File: config.mk
export PLATFORM = sky130hd
export DESIGN_NAME = vga_sprite_flat
export DESIGN_NICKNAME = d
export VERILOG_FILES = /design/src/rtl/vga_sprite_if.sv /design/src/rtl/vga_sprite.sv /design/src/flat_wrapper.sv
export SDC_FILE = /design/constraint.sdc
export NUM_CORES = 1
export LEC_CHECK = 0
export BUFFER_PORTS_ARGS = -buffer_cell sky130_fd_sc_hd__buf_2
export CAP_MARGIN = 20
export CORE_ASPECT_RATIO = 1.1
export CORE_UTILIZATION = 45
export CTS_BUF_LIST = sky130_fd_sc_hd__clkbuf_8
export CTS_CLUSTER_SIZE = 28
export DETAILED_ROUTE_END_ITERATION = 10
export GPL_ROUTABILITY_DRIVEN = 0
export SYNTH_ARGS = -nofsm -noshare
export SYNTH_HDL_FRONTEND = slang
export SYNTH_SLANG_ARGS = --single-unit
File: constraint.sdc
create_clock -name clk -period 2.39 [get_ports clk]
set_input_delay 0.1195 -clock clk [delete_from_list [all_inputs] [get_ports clk]]
set_output_delay 0.1195 -clock clk [all_outputs]
set_load 0.01 [all_outputs]
File: src/rtl/vga_sprite_if.sv
// Register write bus for the sprite overlay: write-only, one write per cycle.
interface vga_sprite_if;
   // wr_en qualifies wr_addr/wr_data for one cycle; the sink always accepts, there is no ready.
   logic        wr_en;
   logic [5:0]  wr_addr;
   logic [15:0] wr_data;

   modport master (output wr_en, wr_addr, wr_data);
   modport slave  (input  wr_en, wr_addr, wr_data);
endinterface

File: src/rtl/vga_sprite.sv
// 16x16 monochrome hardware sprite composited over the timing generator output,
// with a 2-stage pipeline and a per-frame sticky collision flag.
module vga_sprite #(
   parameter int H_ACTIVE    = 640,
   parameter int V_ACTIVE    = 480,
   parameter int COMMIT_LINE = 480
) (
   input  logic       clk,
   input  logic       rst,
   input  logic [9:0] hcnt,
   input  logic [9:0] vcnt,
   input  logic       hsync_in,
   input  logic       vsync_in,
   input  logic       r_in,
   input  logic       g_in,
   input  logic       b_in,
   vga_sprite_if.slave wr,
   output logic       hsync_out,
   output logic       vsync_out,
   output logic       r_out,
   output logic       g_out,
   output logic       b_out,
   output logic       collision
);

   localparam logic [10:0] H_LIM    = 11'(H_ACTIVE);
   localparam logic [10:0] V_LIM    = 11'(V_ACTIVE);
   localparam logic [9:0]  COMMIT_V = 10'(COMMIT_LINE);

   logic [9:0]  sh_x, sh_y, act_x, act_y;
   logic [2:0]  sh_colour, act_colour;
   logic        sh_en, act_en;
   logic [15:0] bitmap [16];
   logic        commit;

   assign commit = (hcnt == 10'd0) && (vcnt == COMMIT_V);

   // Shadow registers load from the bus; active ones only move on the commit cycle,
   // so a shadow write landing on that same cycle waits a full frame.
   always_ff @(posedge clk) begin
      if (rst) begin
         sh_x       <= '0;
         sh_y       <= '0;
         sh_colour  <= '0;
         sh_en      <= 1'b0;
         act_x      <= '0;
         act_y      <= '0;
         act_colour <= '0;
         act_en     <= 1'b0;
      end else begin
         if (wr.wr_en) begin
            case (wr.wr_addr)
               6'h00: sh_x <= wr.wr_data[9:0];
               6'h01: sh_y <= wr.wr_data[9:0];
               6'h02: begin
                  sh_colour <= wr.wr_data[2:0];
                  sh_en     <= wr.wr_data[3];
               end
               default: ;
            endcase
         end
         if (commit) begin
            act_x      <= sh_x;
            act_y      <= sh_y;
            act_colour <= sh_colour;
            act_en     <= sh_en;
         end
      end
   end

   always_ff @(posedge clk) begin
      if (rst) begin
         for (int i = 0; i < 16; i++) bitmap[i] <= '0;
      end else if (wr.wr_en && (wr.wr_addr[5:4] == 2'b01)) begin
         bitmap[wr.wr_addr[3:0]] <= wr.wr_data;
      end
   end

   // Hit test in 11 bits so X+16 / Y+16 never wraps back onto the left or top edge.
   logic [10:0] h11, v11, x11, y11;
   logic        visible, in_x, in_y, hit;
   logic [3:0]  col, row;

   assign h11     = {1'b0, hcnt};
   assign v11     = {1'b0, vcnt};
   assign x11     = {1'b0, act_x};
   assign y11     = {1'b0, act_y};
   assign visible = (h11 < H_LIM) && (v11 < V_LIM);
   assign in_x    = (h11 >= x11) && (h11 < (x11 + 11'd16));
   assign in_y    = (v11 >= y11) && (v11 < (y11 + 11'd16));
   assign hit     = act_en && in_x && in_y && visible;
   assign col     = hcnt[3:0] - act_x[3:0];
   assign row     = vcnt[3:0] - act_y[3:0];

   logic        s1_hit, s1_vis, s1_hs, s1_vs;
   logic [3:0]  s1_col;
   logic [15:0] s1_row;
   logic [2:0]  s1_rgb;

   always_ff @(posedge clk) begin
      if (rst) begin
         s1_hit <= 1'b0;
         s1_vis <= 1'b0;
         s1_hs  <= 1'b1;
         s1_vs  <= 1'b1;
         s1_col <= '0;
         s1_row <= '0;
         s1_rgb <= '0;
      end else begin
         s1_hit <= hit;
         s1_vis <= visible;
         s1_hs  <= hsync_in;
         s1_vs  <= vsync_in;
         s1_col <= col;
         s1_row <= bitmap[row];
         s1_rgb <= {r_in, g_in, b_in};
      end
   end

   logic opaque;
   logic s2_coll;

   assign opaque = s1_hit && s1_row[4'd15 - s1_col];

   // collision trails the composited pixel by one cycle; a set beats the commit clear.
   always_ff @(posedge clk) begin
      if (rst) begin
         hsync_out <= 1'b1;
         vsync_out <= 1'b1;
         r_out     <= 1'b0;
         g_out     <= 1'b0;
         b_out     <= 1'b0;
         s2_coll   <= 1'b0;
         collision <= 1'b0;
      end else begin
         hsync_out <= s1_hs;
         vsync_out <= s1_vs;
         {r_out, g_out, b_out} <= opaque ? act_colour : s1_rgb;
         s2_coll   <= opaque && s1_vis && (s1_rgb != 3'b000);
         if (s2_coll) begin
            collision <= 1'b1;
         end else if (commit) begin
            collision <= 1'b0;
         end
      end
   end

endmodule

File: src/flat_wrapper.sv
// flat-port wrapper written by rule: the top's interface ports become plain ports
module vga_sprite_flat 
#(
   parameter int H_ACTIVE    = 640,
   parameter int V_ACTIVE    = 480,
   parameter int COMMIT_LINE = 480
)
  (clk, rst, hcnt, vcnt, hsync_in, vsync_in, r_in, g_in, b_in, hsync_out, vsync_out, r_out, g_out, b_out, collision, wr_wr_en, wr_wr_addr, wr_wr_data);
  vga_sprite_if wr_i ();
  input  logic clk;
  input  logic rst;
  input  logic [9:0] hcnt;
  input  logic [9:0] vcnt;
  input  logic hsync_in;
  input  logic vsync_in;
  input  logic r_in;
  input  logic g_in;
  input  logic b_in;
  output logic hsync_out;
  output logic vsync_out;
  output logic r_out;
  output logic g_out;
  output logic b_out;
  output logic collision;
  input wire logic [$bits(wr_i.wr_en)-1:0] wr_wr_en;
  input wire logic [$bits(wr_i.wr_addr)-1:0] wr_wr_addr;
  input wire logic [$bits(wr_i.wr_data)-1:0] wr_wr_data;
  assign wr_i.wr_en = wr_wr_en;
  assign wr_i.wr_addr = wr_wr_addr;
  assign wr_i.wr_data = wr_wr_data;
  vga_sprite #(.H_ACTIVE(H_ACTIVE), .V_ACTIVE(V_ACTIVE), .COMMIT_LINE(COMMIT_LINE)) u_core (.clk(clk), .rst(rst), .hcnt(hcnt), .vcnt(vcnt), .hsync_in(hsync_in), .vsync_in(vsync_in), .r_in(r_in), .g_in(g_in), .b_in(b_in), .wr(wr_i), .hsync_out(hsync_out), .vsync_out(vsync_out), .r_out(r_out), .g_out(g_out), .b_out(b_out), .collision(collision));
endmodule
==> results of run 1 <==
[timing repair]
action / in CTS / in global routing
hold buffers: 13 / 0
pin swaps: 2 / 24
resized for setup: 18 / 16
cloned: 1 / 4
setup endpoints to repair: 17 / 17
hold endpoints to repair: 31 / 0
buffers inserted: 1 / 1
[through the flow]
stage	cell area (sq um)	power [mW]	setup slack [ns]
2_1_floorplan	15600	7.34	0.119
4_1_cts	17800	12.3	-0.108
5_1_grt	17900	12.6	-0.142
3_5_place_dp	16500	7.75	-0.149
3_3_place_gp	16500	7.73	-0.116
6_report	17900	12.2	-0.0541
[metal layers]
metal  GRT usage [%]  up-vias  part of all wire, %
met5               0        -                    0
met4            6.32        0                  1.9
met3            3.23       51                  3.9
met2            37.2      178                   49
met1            28.1     4710                   45
li1                -     4364                    -
[cells in the final DEF, fill, tap and decap left out, types with 40 or more instances in the layout]
cell type / n
and2_1: 256
mux2i_1: 40
dfxtp_1: 78
edfxtp_1: 256
clkbuf_8: 57
buf_2: 54
nor2_1: 48
nand2_1: 56
inv_1: 48
mux4_2: 64
[sequential cells by signal (all words and copies together), names as in the netlist, 3 cells and up]
signal,flops
u_core.bitmap,256
u_core.s1_rgb,3
u_core.act_x,10
u_core.act_colour,3
u_core.sh_y,10
u_core.act_y,10
u_core.s1_row,16
u_core.s1_col,4
u_core.sh_colour,3
u_core.sh_x,10
[cell families after synthesis]
family	after synthesis
AOI/OAI and AO/OA	98
and+or+nand+nor	452
xor gates and xnor gates	10
adders and majority gates	36
DFF	338
muxes	113
buffers and inverters	104
[critical path, stage by stage (launching register included)]
cell and delay [ns]:
dfxtp_2 0.35, ha_4 0.13, inv_2 0.03, fa_4 0.76, buf_12 0.17, buf_8 0.15, mux4_2 0.33, mux2i_1 0.27
a211oi_1 0.12
[final cells by class]
class	count	area share (%)
clock buffers	57	4.38
clock inverters	46	1.08
inverters	26	0.545
multi-input cells	709	33.3
flip-flops and latches	338	52.1
well taps	438	3.06
repair buffers	119	5.47
[power groups by stage]
stage               clock (mW)  sequential, mW  combinational (mW)
floorplan                    0            6.74               0.596
global placement             0            6.79               0.940
detailed placement           0            6.80               0.949
CTS                       4.59            6.67               0.996
global route              4.85            6.69                1.10
finish                    4.50            6.67                1.03
[how the worst max path moves through the flow]
stage                                         to  slack [ns]  cells after the start                         start
CTS                  u_core.s1_row[7]$_SDFF_PP0_       -0.11                      8  u_core.act_y[0]$_SDFFE_PP0P_
global route         u_core.s1_row[1]$_SDFF_PP0_       -0.14                      9  u_core.act_y[0]$_SDFFE_PP0P_
floorplan           u_core.s1_row[10]$_SDFF_PP0_        0.12                      8  u_core.act_y[0]$_SDFFE_PP0P_
detailed placement   u_core.s1_row[1]$_SDFF_PP0_       -0.15                      7  u_core.act_y[0]$_SDFFE_PP0P_
finish               u_core.s1_row[2]$_SDFF_PP0_       -0.05                      8  u_core.act_y[0]$_SDFFE_PP0P_
global placement     u_core.s1_row[1]$_SDFF_PP0_       -0.12                      7  u_core.act_y[0]$_SDFFE_PP0P_
==> results_dict.tcl, run 1 <==
set metrics [dict create \
    cp_data_required_time_ns 2.85 \
    timing.hold.ws_ns 0.0431 \
    vias 9303 \
    core_area_sq_mm 0.0342 \
    ys.flop_type "edfxtp_1" \
    setup_slack_ns -0.0541 \
    synth.top_cells.by_count "256 x and2_1, 256 x edfxtp_1, 82 x dfxtp_1, 64 x mux4_2, 56 x nand2_1" \
    tns_ns -0.345 \
    power_leakage_nw 6.47 \
    tightest_slew_ns 0.547 \
    multi_input_area_sq_mm 0.00596 \
    final_util_pct 52.3 \
    p_int_mw 9.25 \
    placementRows 71 \
    place_inst 1611 \
    p_seq_share_pct 54.7 \
    r2r_start "u_core.act_y[0]$_SDFFE_PP0P_" \
    crit_arrival_ns 2.91 \
    overflow 0 \
    worst-path-max-fanout 8 \
    hold_viol_final 0 \
    firstDrtPassIters 10 \
    path_clk_slew_ns 0.06 \
    cts_buffers 55 \
    nets 1335 \
    avgSynthCellArea_sq_um 13.6 \
    final-seq-area_sq_mm 0.00934 \
    drt-total-wl_um 37400 \
    ys_seq_elements 338 \
    slew_viol_final 0 \
    ys_types 61 \
    combPwrFrac_pct 8.4 \
    hold_end "u_core.bitmap[1][15]$_SDFFCE_PN0P_" \
    pin_count 56 \
    hold_depth 2 \
    yosys.area.top_type "edfxtp_1" \
    port_buffers 55 \
    syn_inst 1151 \
    p_per_area_mw_per_mm2 681 \
    antenna_found_initial 1 \
    clockBufferDepth 3 \
    clock_latency_ns 0.61 \
    synth_xor_area_share_pct 0.561 \
    dieArea_sq_mm 0.0354 \
    drt-initial-drc-count 504 \
    die_y_um 197 \
    synth_simple_gate_area_share_pct 16.7 \
    status "complete, but fails checks" \
    hp-class "primary input to flop" \
    p_sw_share_pct 24.2 \
    synthMuxAreaShare_pct 12.6 \
    yosysTopAreaCellShare_pct 49.3 \
    htreeDepth 2 \
    synth_edf_count 256 \
    syn_area_sq_mm 0.0156 \
    instances_no_fill 1733 \
    route.detailed.drc 2 \
    rrSetupSlack_ns -0.05 \
    drv_cap 0 \
    vdd_drop_max_uv 421 \
    yosys_warnings 0 \
    synthAdderAreaFrac_pct 2.98 \
    slew_headroom_pct 62.6 \
    drive_gt1_share_pct 23.4 \
    grt_pass1_wl_um 56800 \
    power.switching_mw 2.95 \
    cp-end-kind "flop" \
    finalCritPeriodShare_pct 102 \
    ant_nets 0 \
    startpoint_type "flop" \
    async_flop_share_pct 0 \
    regToRegEndpoint "u_core.s1_row[2]$_SDFF_PP0_" \
    p_clk_share_pct 36.9 \
    viasPerCell 5.37 \
    n_fill_cell 2892 \
    ys_top_cells_by_area "edfxtp_1 49%, dfxtp_1 11%, and2_1 10%" \
    rsz0062_at_grt "true" \
    die_width_um 180 \
    failed_checks "DRC, setup timing" \
    ys_seq_area_share_pct 59.8 \
    min_from "wr_wr_data[15]" \
    n_antenna_cell 0 \
    reg2reg_depth 8 \
    cts_tree "yes" \
    setup_viol 15 \
    grtUsageTotal_pct 21.5 \
    grt_pass1_vias 9566 \
    fin_crit_ns 2.44 \
    max_clock_freq_mhz 409 \
    area_delta_synth_final_pct 14.7 \
    start_util_pct 45.6 \
    finalClockSkew_ns 0.0222 \
    synth_fp_nets 1237 \
    grt_max_degree 85 \
    worst-setup-path-type "flop to flop" \
    synth-compound-area-share_pct 4.37 \
    clockRootBuffer "clkbuf_8" \
    route.detailed.wl_per_inst_um 21.6 \
    clock_sinks 338 \
    synth_top_family_by_area "simple AND/OR/NAND/NOR gates" \
    dp_hpwl_um 23600 \
]
(Power assumes the default switching activity.)
==> run 2: changes to the inputs <==
--- a/config.mk
+++ b/config.mk
@@ -10,9 +10,11 @@
 export CORE_ASPECT_RATIO = 1.1
 export CORE_UTILIZATION = 45
 export CTS_BUF_LIST = sky130_fd_sc_hd__clkbuf_8
+export CTS_CLUSTER_DIAMETER = 40
 export CTS_CLUSTER_SIZE = 28
 export DETAILED_ROUTE_END_ITERATION = 10
 export GPL_ROUTABILITY_DRIVEN = 0
+export RECOVER_POWER = 50
 export SYNTH_ARGS = -nofsm -noshare
 export SYNTH_HDL_FRONTEND = slang
 export SYNTH_SLANG_ARGS = --single-unit
==> results_dict.tcl, run 2 (synthesis gave the netlist of run 1 again) <==
set metrics [dict create \
    mostFrequentLayoutCell "edfxtp_1" \
    p_sw_share_pct 24.8 \
    rrSetupSlack_ns -0.07 \
    cp-end-kind "flop" \
    grt_pass1_wl_um 56400 \
    fin_crit_ns 2.46 \
    power_mw 12.0 \
    viasPerCell 5.39 \
    grtUsageTotal_pct 21.4 \
    vias 9191 \
    final_cell_mix "256 x edfxtp_1, 158 x and2_1, 98 x and2_0" \
    ant_nets 0 \
    core_area_sq_mm 0.0342 \
    hold_viol_final 0 \
    drv_cap 0 \
    clockRootBuffer "clkbuf_8" \
    r2r_start "u_core.act_y[0]$_SDFFE_PP0P_" \
    path_clk_slew_ns 0.10 \
    rsz0062_at_grt "true" \
    clock_latency_ns 0.58 \
    cp_data_required_time_ns 2.85 \
    clock_sinks 338 \
    dieArea_sq_mm 0.0354 \
    power_leakage_nw 6.13 \
    worst-setup-path-type "flop to flop" \
    placementRows 71 \
    top_register "u_core.bitmap" \
    die_width_um 180 \
    port_buffers 55 \
    setup_slack_ns -0.0686 \
    cts_tree "yes" \
    failed_checks "DRC, setup timing" \
    clockBufferDepth 3 \
    finalClockSkew_ns 0.0230 \
    min_from "wr_wr_data[13]" \
    dp_hpwl_um 23600 \
    finalCritPeriodShare_pct 103 \
    p_int_mw 9.04 \
    hp-class "primary input to flop" \
    n_antenna_cell 0 \
    startpoint_type "flop" \
    crit_start "u_core.act_y[0]$_SDFFE_PP0P_" \
    area_delta_synth_final_pct 12.5 \
    antenna_found_initial 1 \
    p_clk_share_pct 36.4 \
    slew_headroom_pct 44.0 \
    start_util_pct 45.6 \
    max_clock_freq_mhz 407 \
    power.switching_mw 2.98 \
    route.detailed.wl_per_inst_um 21.6 \
    grt_max_degree 85 \
    route.detailed.drc 2 \
    postPlaceCellArea_sq_mm 0.0165 \
    postLayoutCellArea_sq_mm 0.0176 \
    drt-total-wl_um 36800 \
    cts_buffers 44 \
    p_per_area_mw_per_mm2 685 \
    largest_reg_flops 256 \
    drive_gt1_share_pct 20.6 \
    slew_viol_final 0 \
    overflow 0 \
    status "complete, but fails checks" \
    n_fill_cell 2923 \
    drt-initial-drc-count 593 \
    crit_arrival_ns 2.92 \
    nets 1320 \
    combPwrFrac_pct 8.2 \
    pin_count 56 \
    htreeDepth 2 \
    grt_pass1_vias 9376 \
    vdd_drop_max_uv 306 \
    die_y_um 197 \
    p_seq_share_pct 55.4 \
    reg_top3 "u_core.bitmap: 256 flops, u_core.s1_row: 16 flops" \
    tightest_slew_ns 0.840 \
    setup_viol 16 \
    firstDrtPassIters 9 \
    worst-path-max-fanout 8 \
]
==> run 2: changes by cell type in the layout (fill, tap and decap cells not counted), moves of 4 or more <==
cell / previous run / this run
inv_8: 0 / 5
and2_0: 0 / 98
inv_6: 1 / 5
clkinv_1: 14 / 3
nor3_1: 3 / 8
clkbuf_1: 0 / 25
and2_1: 256 / 158
inv_1: 48 / 35
clkbuf_8: 57 / 47
buf_4: 37 / 20
buf_2: 54 / 46
==> run 2: what timing repair did <==
action | 4_1_cts | 5_1_grt
endpoints found under the hold margin | 17 | 0
endpoints found under the setup margin | 17 | 17
hold buffers | 10 | 0
pin swaps | 1 | 4
gates cloned | 1 | 2
resized for setup | 12 | 10
buffers inserted | 1 | 2
==> run 2: cell type report <==
cell class,instances,area [sq um],share of cell area (%)
clock buffers,47,647,3.68
well taps,438,548,3.12
clock inverters,31,236,1.35
repair buffers,115,827,4.71
flip-flops and latches,338,9330,53.2
inverters,26,97.6,0.556
multi-input cells,709,5870,33.4
==> run 2: worst max-delay path: stages (launching register included) <==
cell	delay (ns)
dfxtp_2	0.35
ha_4	0.13
inv_2	0.03
fa_4	0.86
buf_6	0.18
mux4_2	0.33
mux2i_2	0.32
a211oi_1	0.13
==> run 2: metal layers <==
layer / vias to the layer above / GRT usage (%) / routed length (um)
met5: - / 0 / 0
met4: 0 / 5.17 / 574
met3: 43 / 3.30 / 1590
met2: 179 / 37.1 / 18100
met1: 4646 / 28.2 / 16500
li1: 4323 / - / -
==> run 2: through the flow <==
stage | hold slack, ns | util (%) | setup WS (ns) | cells | setup TNS [ns]
2_1_floorplan | 0.201 | - | 0.119 | 1151 | 0
3_3_place_gp | 0.306 | 48.4 | -0.116 | 1611 | -1.32
3_5_place_dp | 0.309 | 48.4 | -0.149 | 1611 | -2.03
4_1_cts | 0.0157 | 51.5 | -0.112 | 1701 | -1.47
5_1_grt | 0.0438 | 51.3 | -0.126 | 1704 | -1.78
6_report | 0.0422 | 51.3 | -0.0686 | 1704 | -0.638
==> run 2: power by group through the flow <==
stage	combinational, mW	sequential [mW]	clock (mW)
2_1_floorplan	0.596	6.74	0
3_3_place_gp	0.940	6.79	0
3_5_place_dp	0.949	6.80	0
4_1_cts	0.985	6.66	4.49
5_1_grt	1.06	6.68	4.71
6_report	0.987	6.66	4.38
==> run 2: final timing paths <==
kind,cells after the start,endpoint
worst min register to register,1,u_core.vsync_out$_SDFF_PP1_
worst max register to register,7,u_core.s1_row[1]$_SDFF_PP0_
worst min-delay path,2,u_core.bitmap[5][13]$_SDFFCE_PN0P_
worst max-delay path,7,u_core.s1_row[1]$_SDFF_PP0_
